===== config.mk =====
export PLATFORM = sky130hd
export DESIGN_NAME = axi_handshake_top
export DESIGN_NICKNAME = d
export VERILOG_FILES = /design/src/rtl/axi_hs_pkg.sv /design/src/rtl/axi_hs_source.sv /design/src/rtl/axi_handshake_top.sv
export SDC_FILE = /design/constraint.sdc
export NUM_CORES = 1
export LEC_CHECK = 0
export CELL_PAD_IN_SITES_DETAIL_PLACEMENT = 0
export CELL_PAD_IN_SITES_GLOBAL_PLACEMENT = 2
export CORE_MARGIN = 2
export CORE_UTILIZATION = 42
export DETAILED_ROUTE_END_ITERATION = 10
export GPL_ROUTABILITY_DRIVEN = 0
export PLACE_DENSITY_LB_ADDON = 0.12
export SYNTH_ARGS = -nofsm -noshare
export SYNTH_HDL_FRONTEND = slang
export SYNTH_SLANG_ARGS = --single-unit
export TNS_END_PERCENT = 100

===== constraint.sdc =====
create_clock -name clk -period 4.4 [get_ports clk]
set_input_delay 0.44 -clock clk [delete_from_list [all_inputs] [get_ports clk]]
set_output_delay 0.44 -clock clk [all_outputs]
set_load 0.005 [all_outputs]

===== src/rtl/axi_hs_pkg.sv =====
// Shared types and sizing helpers for the AXI VALID/READY handshake demonstrator.
// The optional register slice is built when AXI_HS_REG_SLICE_EN is defined.
package axi_hs_pkg;

  localparam int DEF_DATA_W       = 32;
  localparam int DEF_FIFO_DEPTH   = 4;
  localparam int DEF_READY_PERIOD = 2;

  typedef logic [DEF_DATA_W-1:0] data_t;

  // Index width for a modulo-depth counter; never narrower than one bit.
  function automatic int ptr_width(input int depth);
    return (depth > 1) ? $clog2(depth) : 1;
  endfunction

  // Width able to hold 0..depth inclusive.
  function automatic int cnt_width(input int depth);
    return $clog2(depth + 1);
  endfunction

endpackage


===== src/rtl/axi_hs_source.sv =====
// Source stage: FIFO buffering strobed words and presenting the head entry with VALID.
// Built identically with or without AXI_HS_REG_SLICE_EN; only its ready input source changes.
module axi_hs_source
  import axi_hs_pkg::*;
#(
  parameter int DATA_W     = DEF_DATA_W,
  parameter int FIFO_DEPTH = DEF_FIFO_DEPTH
) (
  input  logic              clk,
  input  logic              rst_n,
  input  logic              push,
  input  logic [DATA_W-1:0] push_data,
  input  logic              ready,
  output logic              valid,
  output logic [DATA_W-1:0] data
);

  localparam int PTR_W = ptr_width(FIFO_DEPTH);
  localparam int CNT_W = cnt_width(FIFO_DEPTH);
  localparam logic [CNT_W-1:0] DEPTH_C   = CNT_W'(FIFO_DEPTH);
  localparam logic [CNT_W-1:0] CNT_ONE_C = CNT_W'(1);
  localparam logic [PTR_W-1:0] PTR_ONE_C = PTR_W'(1);

  logic [DATA_W-1:0] mem_r [FIFO_DEPTH];
  logic [PTR_W-1:0]  wr_ptr_r;
  logic [PTR_W-1:0]  rd_ptr_r;
  logic [CNT_W-1:0]  count_r;
  logic [CNT_W-1:0]  count_nxt_s;
  logic              valid_r;
  logic              pop_s;
  logic              push_ok_s;

  // A full FIFO still accepts a push when the head leaves on the same edge.
  assign pop_s     = valid_r && ready;
  assign push_ok_s = push && ((count_r < DEPTH_C) || pop_s);
  assign valid     = valid_r;
  assign data      = mem_r[rd_ptr_r];

  // Next occupancy from the push/pop pair.
  always_comb begin
    count_nxt_s = count_r;
    case ({push_ok_s, pop_s})
      2'b10:   count_nxt_s = count_r + CNT_ONE_C;
      2'b01:   count_nxt_s = count_r - CNT_ONE_C;
      default: count_nxt_s = count_r;
    endcase
  end

  // Storage, pointers and occupancy; valid tracks a non-empty FIFO.
  always_ff @(posedge clk) begin
    if (!rst_n) begin
      wr_ptr_r <= '0;
      rd_ptr_r <= '0;
      count_r  <= '0;
      valid_r  <= 1'b0;
      for (int i = 0; i < FIFO_DEPTH; i++) begin
        mem_r[i] <= '0;
      end
    end else begin
      if (push_ok_s) begin
        mem_r[wr_ptr_r] <= push_data;
        wr_ptr_r        <= wr_ptr_r + PTR_ONE_C;
      end
      if (pop_s) begin
        rd_ptr_r <= rd_ptr_r + PTR_ONE_C;
      end
      count_r <= count_nxt_s;
      valid_r <= (count_nxt_s != '0);
    end
  end

endmodule


===== src/rtl/axi_handshake_top.sv =====
// AXI VALID/READY demonstrator: FIFO source feeding a throttled sink that registers data_out.
// Define AXI_HS_REG_SLICE_EN to insert a 2-entry skid register slice between source and sink.
module axi_handshake_top
  import axi_hs_pkg::*;
#(
  parameter int DATA_W       = DEF_DATA_W,
  parameter int FIFO_DEPTH   = DEF_FIFO_DEPTH,
  parameter int READY_PERIOD = DEF_READY_PERIOD
) (
  input  logic              clk,
  input  logic              rst_n,
  input  logic              en,
  input  logic [DATA_W-1:0] data_in,
  output logic [DATA_W-1:0] data_out
);

  localparam int RP_W = ptr_width(READY_PERIOD);
  localparam logic [RP_W-1:0] RP_LAST_C = RP_W'(READY_PERIOD - 1);
  localparam logic [RP_W-1:0] RP_ONE_C  = RP_W'(1);
  localparam logic            RDY_RST_C = (READY_PERIOD == 1);

  logic              src_valid_s;
  logic              src_ready_s;
  logic [DATA_W-1:0] src_data_s;
  logic              sink_valid_s;
  logic [DATA_W-1:0] sink_data_s;
  logic [RP_W-1:0]   thr_cnt_r;
  logic [RP_W-1:0]   thr_cnt_nxt_s;
  logic              ready_r;
  logic [DATA_W-1:0] data_out_r;

  axi_hs_source #(
    .DATA_W     (DATA_W),
    .FIFO_DEPTH (FIFO_DEPTH)
  ) u_src (
    .clk       (clk),
    .rst_n     (rst_n),
    .push      (en),
    .push_data (data_in),
    .ready     (src_ready_s),
    .valid     (src_valid_s),
    .data      (src_data_s)
  );

`ifdef AXI_HS_REG_SLICE_EN
  logic              slc_in_ready_r;
  logic              slc_out_valid_r;
  logic [DATA_W-1:0] slc_out_data_r;
  logic              slc_skid_valid_r;
  logic [DATA_W-1:0] slc_skid_data_r;
  logic              slc_out_valid_nxt_s;
  logic [DATA_W-1:0] slc_out_data_nxt_s;
  logic              slc_skid_valid_nxt_s;
  logic [DATA_W-1:0] slc_skid_data_nxt_s;
  logic              slc_in_acc_s;

  assign slc_in_acc_s = src_valid_s && slc_in_ready_r;
  assign src_ready_s  = slc_in_ready_r;
  assign sink_valid_s = slc_out_valid_r;
  assign sink_data_s  = slc_out_data_r;

  // Skid next state; a held skid entry always drains before new input is taken.
  always_comb begin
    slc_out_valid_nxt_s  = slc_out_valid_r;
    slc_out_data_nxt_s   = slc_out_data_r;
    slc_skid_valid_nxt_s = slc_skid_valid_r;
    slc_skid_data_nxt_s  = slc_skid_data_r;
    if (!slc_out_valid_r || ready_r) begin
      if (slc_skid_valid_r) begin
        slc_out_valid_nxt_s  = 1'b1;
        slc_out_data_nxt_s   = slc_skid_data_r;
        slc_skid_valid_nxt_s = 1'b0;
      end else begin
        slc_out_valid_nxt_s = slc_in_acc_s;
        slc_out_data_nxt_s  = slc_in_acc_s ? src_data_s : slc_out_data_r;
      end
    end else begin
      if (slc_in_acc_s) begin
        slc_skid_valid_nxt_s = 1'b1;
        slc_skid_data_nxt_s  = src_data_s;
      end else begin
        slc_skid_valid_nxt_s = slc_skid_valid_r;
      end
    end
  end

  // Slice registers.
  always_ff @(posedge clk) begin
    if (!rst_n) begin
      slc_in_ready_r   <= 1'b1;
      slc_out_valid_r  <= 1'b0;
      slc_out_data_r   <= '0;
      slc_skid_valid_r <= 1'b0;
      slc_skid_data_r  <= '0;
    end else begin
      slc_in_ready_r   <= !slc_skid_valid_nxt_s;
      slc_out_valid_r  <= slc_out_valid_nxt_s;
      slc_out_data_r   <= slc_out_data_nxt_s;
      slc_skid_valid_r <= slc_skid_valid_nxt_s;
      slc_skid_data_r  <= slc_skid_data_nxt_s;
    end
  end
`else
  assign src_ready_s  = ready_r;
  assign sink_valid_s = src_valid_s;
  assign sink_data_s  = src_data_s;
`endif

  // Free-running mod-READY_PERIOD counter.
  always_comb begin
    if (thr_cnt_r == RP_LAST_C) begin
      thr_cnt_nxt_s = '0;
    end else begin
      thr_cnt_nxt_s = thr_cnt_r + RP_ONE_C;
    end
  end

  // Ready is registered as the decode of the counter's next value.
  always_ff @(posedge clk) begin
    if (!rst_n) begin
      thr_cnt_r <= '0;
      ready_r   <= RDY_RST_C;
    end else begin
      thr_cnt_r <= thr_cnt_nxt_s;
      ready_r   <= (thr_cnt_nxt_s == RP_LAST_C);
    end
  end

  // Sink capture on handshake.
  always_ff @(posedge clk) begin
    if (!rst_n) begin
      data_out_r <= '0;
    end else if (sink_valid_s && ready_r) begin
      data_out_r <= sink_data_s;
    end else begin
      data_out_r <= data_out_r;
    end
  end

  assign data_out = data_out_r;

endmodule


Word-level counts from Yosys, hierarchy flattened

Memory sizes are Yosys's and may differ from the RTL's. A register that Yosys moved wholly into a read port is not among the register bits.
Index checks and enable logic that the tools add are counted.
W data, S select, Z words.

Bits in writable memories: 128
Memories: 1
Logic and storage cells: 30
Output and inout port bits: 32
Flip-flop bits (word level): 9

Reductions and logical operators: 7
Magnitude comparators: 1
Bitwise logic cells: 1
Mux-type cells: 8
Eq/ne operators: 2
Add/sub/neg operators: 5

Memories:

| name        | words | bits a word | read ports | clocked after Yosys merged registers in | write ports | RTL line            | RTL |
|---|---|---|---|---|---|---|---|
| u_src.mem_r | 4     | 32          | 1          | 1                                       | 4           | axi_hs_source.sv:24 | `logic [DATA_W-1:0] mem_r [FIFO_DEPTH];` |

Operator list:

| operator              | number |
|---|---|
| $mux W32              | 1 |
| $reduce_or A32 Y1     | 1 |
| $pmux W3 S2           | 1 |
| $mux W1               | 5 |
| $add A2 B1 Y2 const B | 2 |
| $add A3 B1 Y3 const B | 1 |
| $lt A3 B3 Y1 const B  | 1 |
| $reduce_bool A3 Y1    | 1 |
| $sub A3 B1 Y3 const B | 1 |
| $eq A2 B1 Y1 const B  | 1 |
| $eq A2 B2 Y1 const B  | 1 |
| $logic_and A1 B1 Y1   | 2 |
| $mux W2               | 1 |
| $reduce_or A2 Y1      | 1 |
| $add A1 B1 Y1 const B | 1 |
| $logic_not A1 Y1      | 1 |
| $logic_or A1 B1 Y1    | 1 |
| $not A1 Y1            | 1 |

Depth between registers and ports, before layout

Gate-level depths: netlist (run 1).

Depth after elaboration: 8
Mapped depth: 7
Mapped depth without buffers: 7

Hierarchy

Synthesis (run 1) repeated with hierarchy kept, for this count alone.

Cell total of the unflattened synthesis: 507
Area, all modules: 7329.5 sq um

By module, submodules not included:

| module            | times used | cells each | seq. area each (sq um) | area an instance (sq um) |
|---|---|---|---|---|
| axi_hs_source     | 1          | 358        | 4043.9                 | 5950.7 |
| axi_handshake_top | 1          | 149        | 660.6                  | 1378.8 |

Worst setup path before layout (run 1)

Ideal clock, no wire load.

Kind: register -> register
Start: register ready_r
End: memory u_src.mem_r[1][0] (netlist bit) (enable)
Stages on the path, launching flop included: 4
Period minus slack after synthesis: 3408 ps
Path slack: 992 ps
Buffers on the path: 0
Data arrival time: 2942 ps
Required time: 3934 ps
Path through: dfxtp_1 -> a21bo_2 -> nand3_1 -> o21ai_0

RTL lines:

| item                   | RTL line                 | RTL |
|---|---|---|
| start, declared        | axi_handshake_top.sv:29  | `logic ready_r;` |
| start signal, assigned | axi_handshake_top.sv:125 | `ready_r <= (thr_cnt_nxt_s == RP_LAST_C);` |
| end, declared          | axi_hs_source.sv:24      |  |

==> run summary, run 1 <==
The worst-skew pair later-pin latency came out at 0.42 ns. The area of the core is 16000 um2. The maximum level of the CTS H-tree is 4. TritonCTS created 17 clock buffers. The number of rows in the core area came out at 46. After synthesis, flip-flops and latches occupy 67.4% of the total area.

The post-route netlist has 16.0% of its cells at a drive strength greater than 1. The placed wire-length estimate came out at 8040 um. The hold buffer count at cts came out at 0.

The library cells used most frequently in the layout, excluding fill and tap cells, are 129 x and2_1, 128 x edfxtp_1, 66 x clkdlybuf4s50_1. The Yosys step of the flow raised 0 warnings. STA classifies the critical path endpoint as a register. The critical path contains buffers and inverters numbering 2 combined.

The count of final max-slew check failures came out at 0. The initial utilization of the core area, before any placement, comes to 43.3%. The synthesized netlist occupies a cell area of 6920 um2. Data on the critical path arrives at its endpoint at 2.66 ns.

The routed wirelength normalized by instance count is 19.1 um. The worst vdd rail ir drop came out at 0.000276 V. On the critical path, the stage with the largest delay is an instance of nand2b_2.

Among cell families on the critical path, the largest total delay comes from buffers and inverters. The number of global-route vias before repair came to 3866. The critical path is of the in -> reg type. STA classifies the critical path startpoint as a primary input. The number of buffers inserted to repair setup after CTS came out at 0. After synthesis the netlist holds a flip-flop and latch count of 169.

The global-route usage over all layers came out at 16.9%. The width of the chip came out at 132 um. The buffer levels on the longest clock path came out at 2. The number of max-cap violations came out at 0. The hold violation count in the final report is 0. The detailed-route vias per instance came out at 5.04.

The min-delay analysis places its worst path in the category reg -> reg. The biggest cell delay along the critical path is 0.80 ns. Compared with the post-synthesis result, the final layout area differs by 21.4%. The via count of the routed design came out at 3664.

Static timing analysis puts the maximum clock frequency at 381 MHz. For this design the top-level I/O count stands at 67. The final critical path time including I/O delays and setup came out at 2.62 ns. The flow ran to the end, and the final reports show no timing, DRC or antenna violations. Leaving out fill and tap cells, the most frequent cell in the layout is and2_1. The total die area came out at 17500 um2. The worst pin sits at a relative slew slack of 32.5%. The clock net sink count came out at 169.

When the netlist entered floorplanning its net count stood at 469. The power density over cell area came out at 458 nW/um2. The critical path data required time came out at 4.44 ns. The number of search-and-repair iterations in the first detailed-routing pass is 4. The static leakage is 3.03 nW. TritonCTS built the clock tree. The post-cts repair resize count is 0. The first routing iteration left 191 violations.

The final setup TNS is 0 ns. The number of different library cells used by synthesis comes to 35. Walking the worst path, the cells encountered are clkdlybuf4s50_1 > and4_1 > buf_4 > nand2b_2. The post-synthesis instance total came out at 432. The wire length of the first global-routing pass came out at 22100 um. The number of nets with antenna violations after routing came out at 0. The synthesized area divided by synthesized cell count is 16.0 um2. Setup repair after global routing left no endpoint under its margin.

The clock transition at the registers of the reported paths is 0.06 ns. The total congestion overflow is 0. The total DRC errors in the routed layout is 0. The antenna cell count is 0.

The total detailed-routing wirelength is 13900 um. Setup violations remaining at the end of the flow were counted as 0. The die height is 132 um. The number of nets in the final layout came out at 535.

The tree is rooted in a clkbuf_16. The worst-case clock skew came out at 0.0123 ns. The initial antenna violation count came out at 0. In the finished design, the share of the clock period the worst path needs comes to 59.7%.

At the pin with the least slew margin, the transition time is 1.01 ns. The maximum number of pins on one net before global-route repair came out at 34. The final worst hold slack came out at 0.476 ns. Of all nets on the critical path, the largest fanout is 33. Buffers placed on the I/O ports in this run total 66.
where the power goes:
group	leakage [nW]	total, mW	switching (mW)	internal (mW)
clock	0.284	1.44	0.571	0.874
combinational	1.08	0.460	0.212	0.248
sequential	1.67	1.95	0.0828	1.87
Yosys cell counts:
library cell | count | share of area [%]
and2_1 | 129 | 12
edfxtp_1 | 128 | 56
dfxtp_1 | 41 | 12
a22o_1 | 32 | 4.0
mux4_2 | 32 | 10
clkbuf_1 | 10 | 0.54
nor2_1 | 8 | 0.43
buf_2 | 7 | 0.51
clkbuf_2 | 6 | 0.43
buf_6 | 4 | 0.65
o21ai_0 | 4 | 0.29
nand2b_1 | 3 | 0.27
inv_1 | 2 | 0.11
nand2_1 | 2 | 0.11
nand3_1 | 2 | 0.14
xnor2_1 | 2 | 0.25
xor2_1 | 2 | 0.25
a21bo_2 | 1 | 0.14
a21boi_2 | 1 | 0.16
a21o_1 | 1 | 0.11
a21oi_1 | 1 | 0.072
and3_1 | 1 | 0.090
and4_1 | 1 | 0.13
buf_1 | 1 | 0.054
fa_1 | 1 | 0.29
ha_1 | 1 | 0.18
inv_2 | 1 | 0.054
mux2i_1 | 1 | 0.14
nand4bb_1 | 1 | 0.16
nor3_2 | 1 | 0.14
nor4_2 | 1 | 0.18
nor4_4 | 1 | 0.31
o211ai_1 | 1 | 0.11
or3_1 | 1 | 0.090
or4_1 | 1 | 0.11
through the flow:
stage / cells / cell area, um2 / power, mW / setup WS (ns) / utilization [%]
after detailed placement: 695 / 7830 / 2.46 / 1.32 / 49.0
after floorplan: 432 / 6920 / 2.26 / 0.992 / -
final: 727 / 8410 / 3.85 / 1.78 / 52.5
after global routing: 727 / 8410 / 4.01 / 1.63 / 52.5
after CTS: 727 / 8410 / 3.90 / 1.76 / 52.5
after global placement: 695 / 7830 / 2.45 / 1.35 / 49.0
sequential cells by signal, summed over array words and instances (netlist names):
register and flops:
u_src.mem_r 128, data_out 32, u_src.count_r 3, u_src.rd_ptr_r 2
u_src.wr_ptr_r 2, ready_r 1, u_src.valid 1
metal layers:
| metal | wire (um) | share of wire [%] | global-route usage [%] |
|---|---|---|---|
| met3 | 468 | 3.4 | 3.73 |
| met5 | 0 | 0 | 0 |
| met1 | 6450 | 46 | 23.2 |
| met4 | 167 | 1.2 | 5.85 |
| met2 | 6790 | 49 | 26.9 |
logic make-up (layout without fill, tap and decap cells):
logic type	count (synthesis)	after routing	synth area share (%)
AOI/OAI and AO/OA	41	41	4.93
xor gates and xnor gates	4	4	0.506
adders and majority gates	2	2	0.470
buffers and inverters	31	110	2.35
DFF	169	169	67.4
muxes	33	33	10.6
and+or+nand+nor	152	152	13.8
final cells by class:
class,instances,area (um2)
clock inverter,9,96.3
inverter,3,11.3
clock buffer,23,478
tap,216,270
sequential,169,4670
multi-input combinational,232,2160
fill,1357,7590
timing repair buffer,75,728
path summary, 6_finish.rpt:
| kind | to | slack [ns] | start | cells past startpoint |
|---|---|---|---|---|
| worst max register to register | u_src.mem_r[0][17] | 2.07 | ready_r | 4 |
| worst min register to register | data_out[29] | 0.48 | data_out[29] | 1 |
| worst min-delay path | data_out[29] | 0.48 | data_out[29] | 1 |
| worst max-delay path | u_src.mem_r[0][17] | 1.78 | rst_n | 4 |
No activity file was read; power rests on OpenSTA's default activity.
==> run 2, diff against run 1 <==
--- a/config.mk
+++ b/config.mk
@@ -8,7 +8,7 @@
 export CELL_PAD_IN_SITES_DETAIL_PLACEMENT = 0
 export CELL_PAD_IN_SITES_GLOBAL_PLACEMENT = 2
 export CORE_MARGIN = 2
-export CORE_UTILIZATION = 42
+export CORE_UTILIZATION = 38
 export DETAILED_ROUTE_END_ITERATION = 10
 export GPL_ROUTABILITY_DRIVEN = 0
 export PLACE_DENSITY_LB_ADDON = 0.12
==> constraint.sdc (replaced) <==
create_clock -name clk -period 2.1 [get_ports clk]
set_input_delay 0.21 -clock clk [delete_from_list [all_inputs] [get_ports clk]]
set_output_delay 0.21 -clock clk [all_outputs]
set_load 0.005 [all_outputs]
==> run 2 against run 1 <==
Cell count rose by 4.3%. Sequential share of layout area fell by 1.6 points. Wire length rose by 9.2%. First-iteration DRC count rose by 8.9%. Clock skew fell by 0.0020 ns. Final area rose by 3.1%. Flip-flop and latch count did not move. Setup slack got worse by 1.7 ns. Non-clock buffer count rose by 18. Combinational power rose by 140%. Critical endpoint is now u_src.valid.
==> run summary, run 2 (synthesized netlist as in run 1, its figures left out) <==
The count of final max-slew check failures is 0 (unchanged). The proportion of power drawn by combinational gates is 13.5% (+1.6 points). The buffer levels on the longest clock path is 2 (unchanged).

The final setup violation count is 0 (unchanged). The final-layout fill cell count is 1564 (+15%). The maximum clock frequency is 501 MHz. The number of search-and-repair iterations in the first detailed-routing pass came out at 4 (unchanged). The endpoint arrival time on the critical path came out at 2.35 ns (-0.31 ns). The switching power total is 1.95 mW (+130%). The number of clock buffers inserted by TritonCTS is 17 (unchanged). TritonCTS built the clock tree. The maximum level of the CTS H-tree is 4 (unchanged). The worst hold path belongs to the class reg -> reg. The number of max-cap violations came to 0 (unchanged). The switching share of power was 23.7% (+1.2 points). The relative slew slack is 70.4% (+38 points). The final setup TNS is 0 ns (unchanged).

The critical path is of the reg -> reg type. The maximum number of pins on one net before global-route repair is 33 (-2.9%). The internal power is 6.29 mW (+110%).

The hold violation count in the final report is 0 (unchanged). The worst hold path depth came out at 1 (unchanged). The effective utilization at floorplan was 38.7% (-4.6 points). The final standard cell area without fillers is 8660 um2 (+3.1%). STA classifies the critical path endpoint as a register. The worst reg2reg path depth came out at 7 (+3).

The detailed-route vias per instance came to 5.03 (-0.27%). The number of DRC markers in iteration 0 came out at 208 (+8.9%). The final worst hold slack is 0.464 ns (-0.0124 ns). The maximum fanout along the worst path is 4 (-88%). The endpoint of the worst hold-timing path is ready_r. The worst reg2reg path endpoint is u_src.valid.

The worst-case clock skew is 0.0103 ns (-0.00201 ns). The I/O pin total came out at 67 (unchanged). The clock net sink count came to 169 (unchanged). For this design, the slowest cell found on the critical path is or4_4. The width of the chip came out at 139 um (+5.0%).

The portion of total power attributed to the clock network was 37.6% (about the same). The top cell types in the final layout, fill and taps aside, are 129 x and2_1, 128 x edfxtp_1, 66 x clkdlybuf4s50_1. The antenna cell count came out at 0 (unchanged).

The wire length of the first global-routing pass is 23700 um (+7.5%). The die height came to 139 um (+5.0%). The critical path data required time came out at 2.45 ns (-1.99 ns). The worst-skew pair later-pin latency is 0.42 ns (about the same). The total DRC errors in the routed layout came out at 0 (unchanged).

The flip-flop count of the largest register, all copies and words added came out at 128 (unchanged). Leaving out fill and tap cells, the most frequent cell in the layout is and2_1. The biggest cell delay along the critical path came to 0.42 ns (-0.38 ns). The number of global-route vias before repair is 4091 (+5.8%). The worst vdd rail ir drop came out at 0.000601 V (+120%). The sequential cell area was 4670 um2 (about the same).

The minimum setup slack in the final design is 0.103 ns (-1.67 ns). Counting flops per register, the top entry is u_src.mem_r. The fraction of layout cells with a size suffix above 1 came to 20.0% (+4.0 points). The number of nets with antenna violations after routing came to 0 (unchanged). The startpoint identified for the worst hold timing path is ready_r. Setup repair after global routing left no endpoint under its margin. The static leakage came out at 3.15 nW (+4.0%). Traced cell by cell, the critical path runs through a21bo_2 > nand2_1 > ha_1 > fa_1 > xnor2_1 > or4_4 > nand4bb_1. The global-route usage over all layers came out at 16.4% (-0.52 points). The total detailed-routing wirelength is 15200 um (+9.2%). The routed wirelength normalized by instance count was 20.0 um (+4.8%). The pre-CTS worst setup slack came to -0.0541 ns (-1.38 ns). The count of buffers inserted at the top-level ports is 66 (unchanged). The synthesis-to-layout area growth came out at 25.1%. The placed wire-length estimate was 8900 um (+11%). The multi-input gate area in the final layout is 2160 um2 (+0.17%). The share of the cycle needed by the critical path after routing came out at 95.1%. The power density over cell area is 952 nW/um2 (+110%). CTS placed an instance of clkbuf_16 at the clock tree root.

Counting I/O delays and the setup requirement, the final critical path takes 2.00 ns. The total die area is 19300 um2 (+10%). The area of the core is 17900 um2 (+12%).

The setup slack of the most critical reg-to-reg path is 0.10 ns (-1.97 ns). The clock transition at the registers of the reported paths was 0.07 ns (about the same). The startpoint kind of the worst setup timing path is a register. The number of nets in the final layout came out at 553 (+3.4%). In this run the critical register-to-register path is launched from u_src.count_r[2]. The total congestion overflow came out at 0 (unchanged).

The number of rows in the core area is 49 (+6.5%). The initial antenna violation count is 0 (unchanged). The final core utilization is 48.4% (-4.1 points).

The pin slew with the least headroom to its limit came out at 0.441 ns (-0.571 ns). The sequential share of power came out at 48.9% (-1.7 points). The via count of the routed design came to 3810 (+4.0%). The placement-stage cell area came out at 8070 um2 (+3.1%). The run finished with clean final reports.
[run 2: cell count changes in the layout (fill, tap and decap cells not counted)]
cell        delta
inv_6          +2
clkinv_2       -2
inv_8          +1
clkbuf_8       -2
clkbuf_1       -2
dfxtp_1        -2
dfxtp_2        +2
or4_4          +1
or4_1          -1
clkinvlp_4     +2
buf_4         +11
clkinv_1       -1
clkinv_4       +2
buf_12         +7
[run 2: final cells by class]
| cell class | count | share of cell area (%) |
|---|---|---|
| sequential | 169 | 53.9 |
| tap | 229 | 3.31 |
| clock buffer | 19 | 5.11 |
| inverter | 3 | 0.130 |
| multi-input combinational | 232 | 24.9 |
| clock inverter | 13 | 1.66 |
| timing repair buffer | 93 | 11.0 |
[run 2: repair_timing]
action	in CTS	in global routing
endpoints found under the hold margin	0	0
hold buffers	0	0
setup buffers	0	0
setup endpoints to repair	0	2
gates resized for setup	0	3
[run 2: how the worst max path moves through the flow]
stage                           from  cells after the start  slack, ns                 to
floorplan                    ready_r                      3      -0.45  u_src.mem_r[1][0]
global placement                  en                      7     0.0006        u_src.valid
detailed placement                en                      7      -0.05        u_src.valid
CTS                          ready_r                      7       0.04        u_src.valid
global route        u_src.count_r[2]                      7      0.007        u_src.valid
finish              u_src.count_r[2]                      7       0.10        u_src.valid
[run 2: metrics by stage]
step           total power [mW]  cells
6_report                   8.25    758
5_1_grt                    8.58    758
4_1_cts                    8.34    758
3_5_place_dp               5.24    726
3_3_place_gp               5.22    726
2_1_floorplan              4.73    432
[run 2: routing by layer]
| metal | vias to the layer above | global-route usage, % | share of wire (%) |
|---|---|---|---|
| met2 | 62 | 27.8 | 51 |
| li1 | 1778 | - | - |
| met5 | - | 0 | 0 |
| met3 | 5 | 3.56 | 3.2 |
| met1 | 1965 | 21.2 | 45 |
| met4 | 0 | 5.05 | 0.73 |
[run 2: power by group through the flow]
stage	combinational [mW]	clock [mW]	sequential, mW
CTS	1.14	3.17	4.04
detailed placement	1.13	0	4.11
finish	1.11	3.10	4.03
floorplan	0.668	0	4.06
global route	1.21	3.31	4.06
global placement	1.12	0	4.09
[run 2: worst max-delay path, delay by kind of cell (launching register included)]
family | cells | cell delay (ns)
adder cells (fa/ha/maj) | 2 | 0.62
AND/OR/NAND/NOR | 3 | 0.60
flip-flops | 1 | 0.33
AO/OA/AOI/OAI | 1 | 0.22
XOR/XNOR | 1 | 0.15
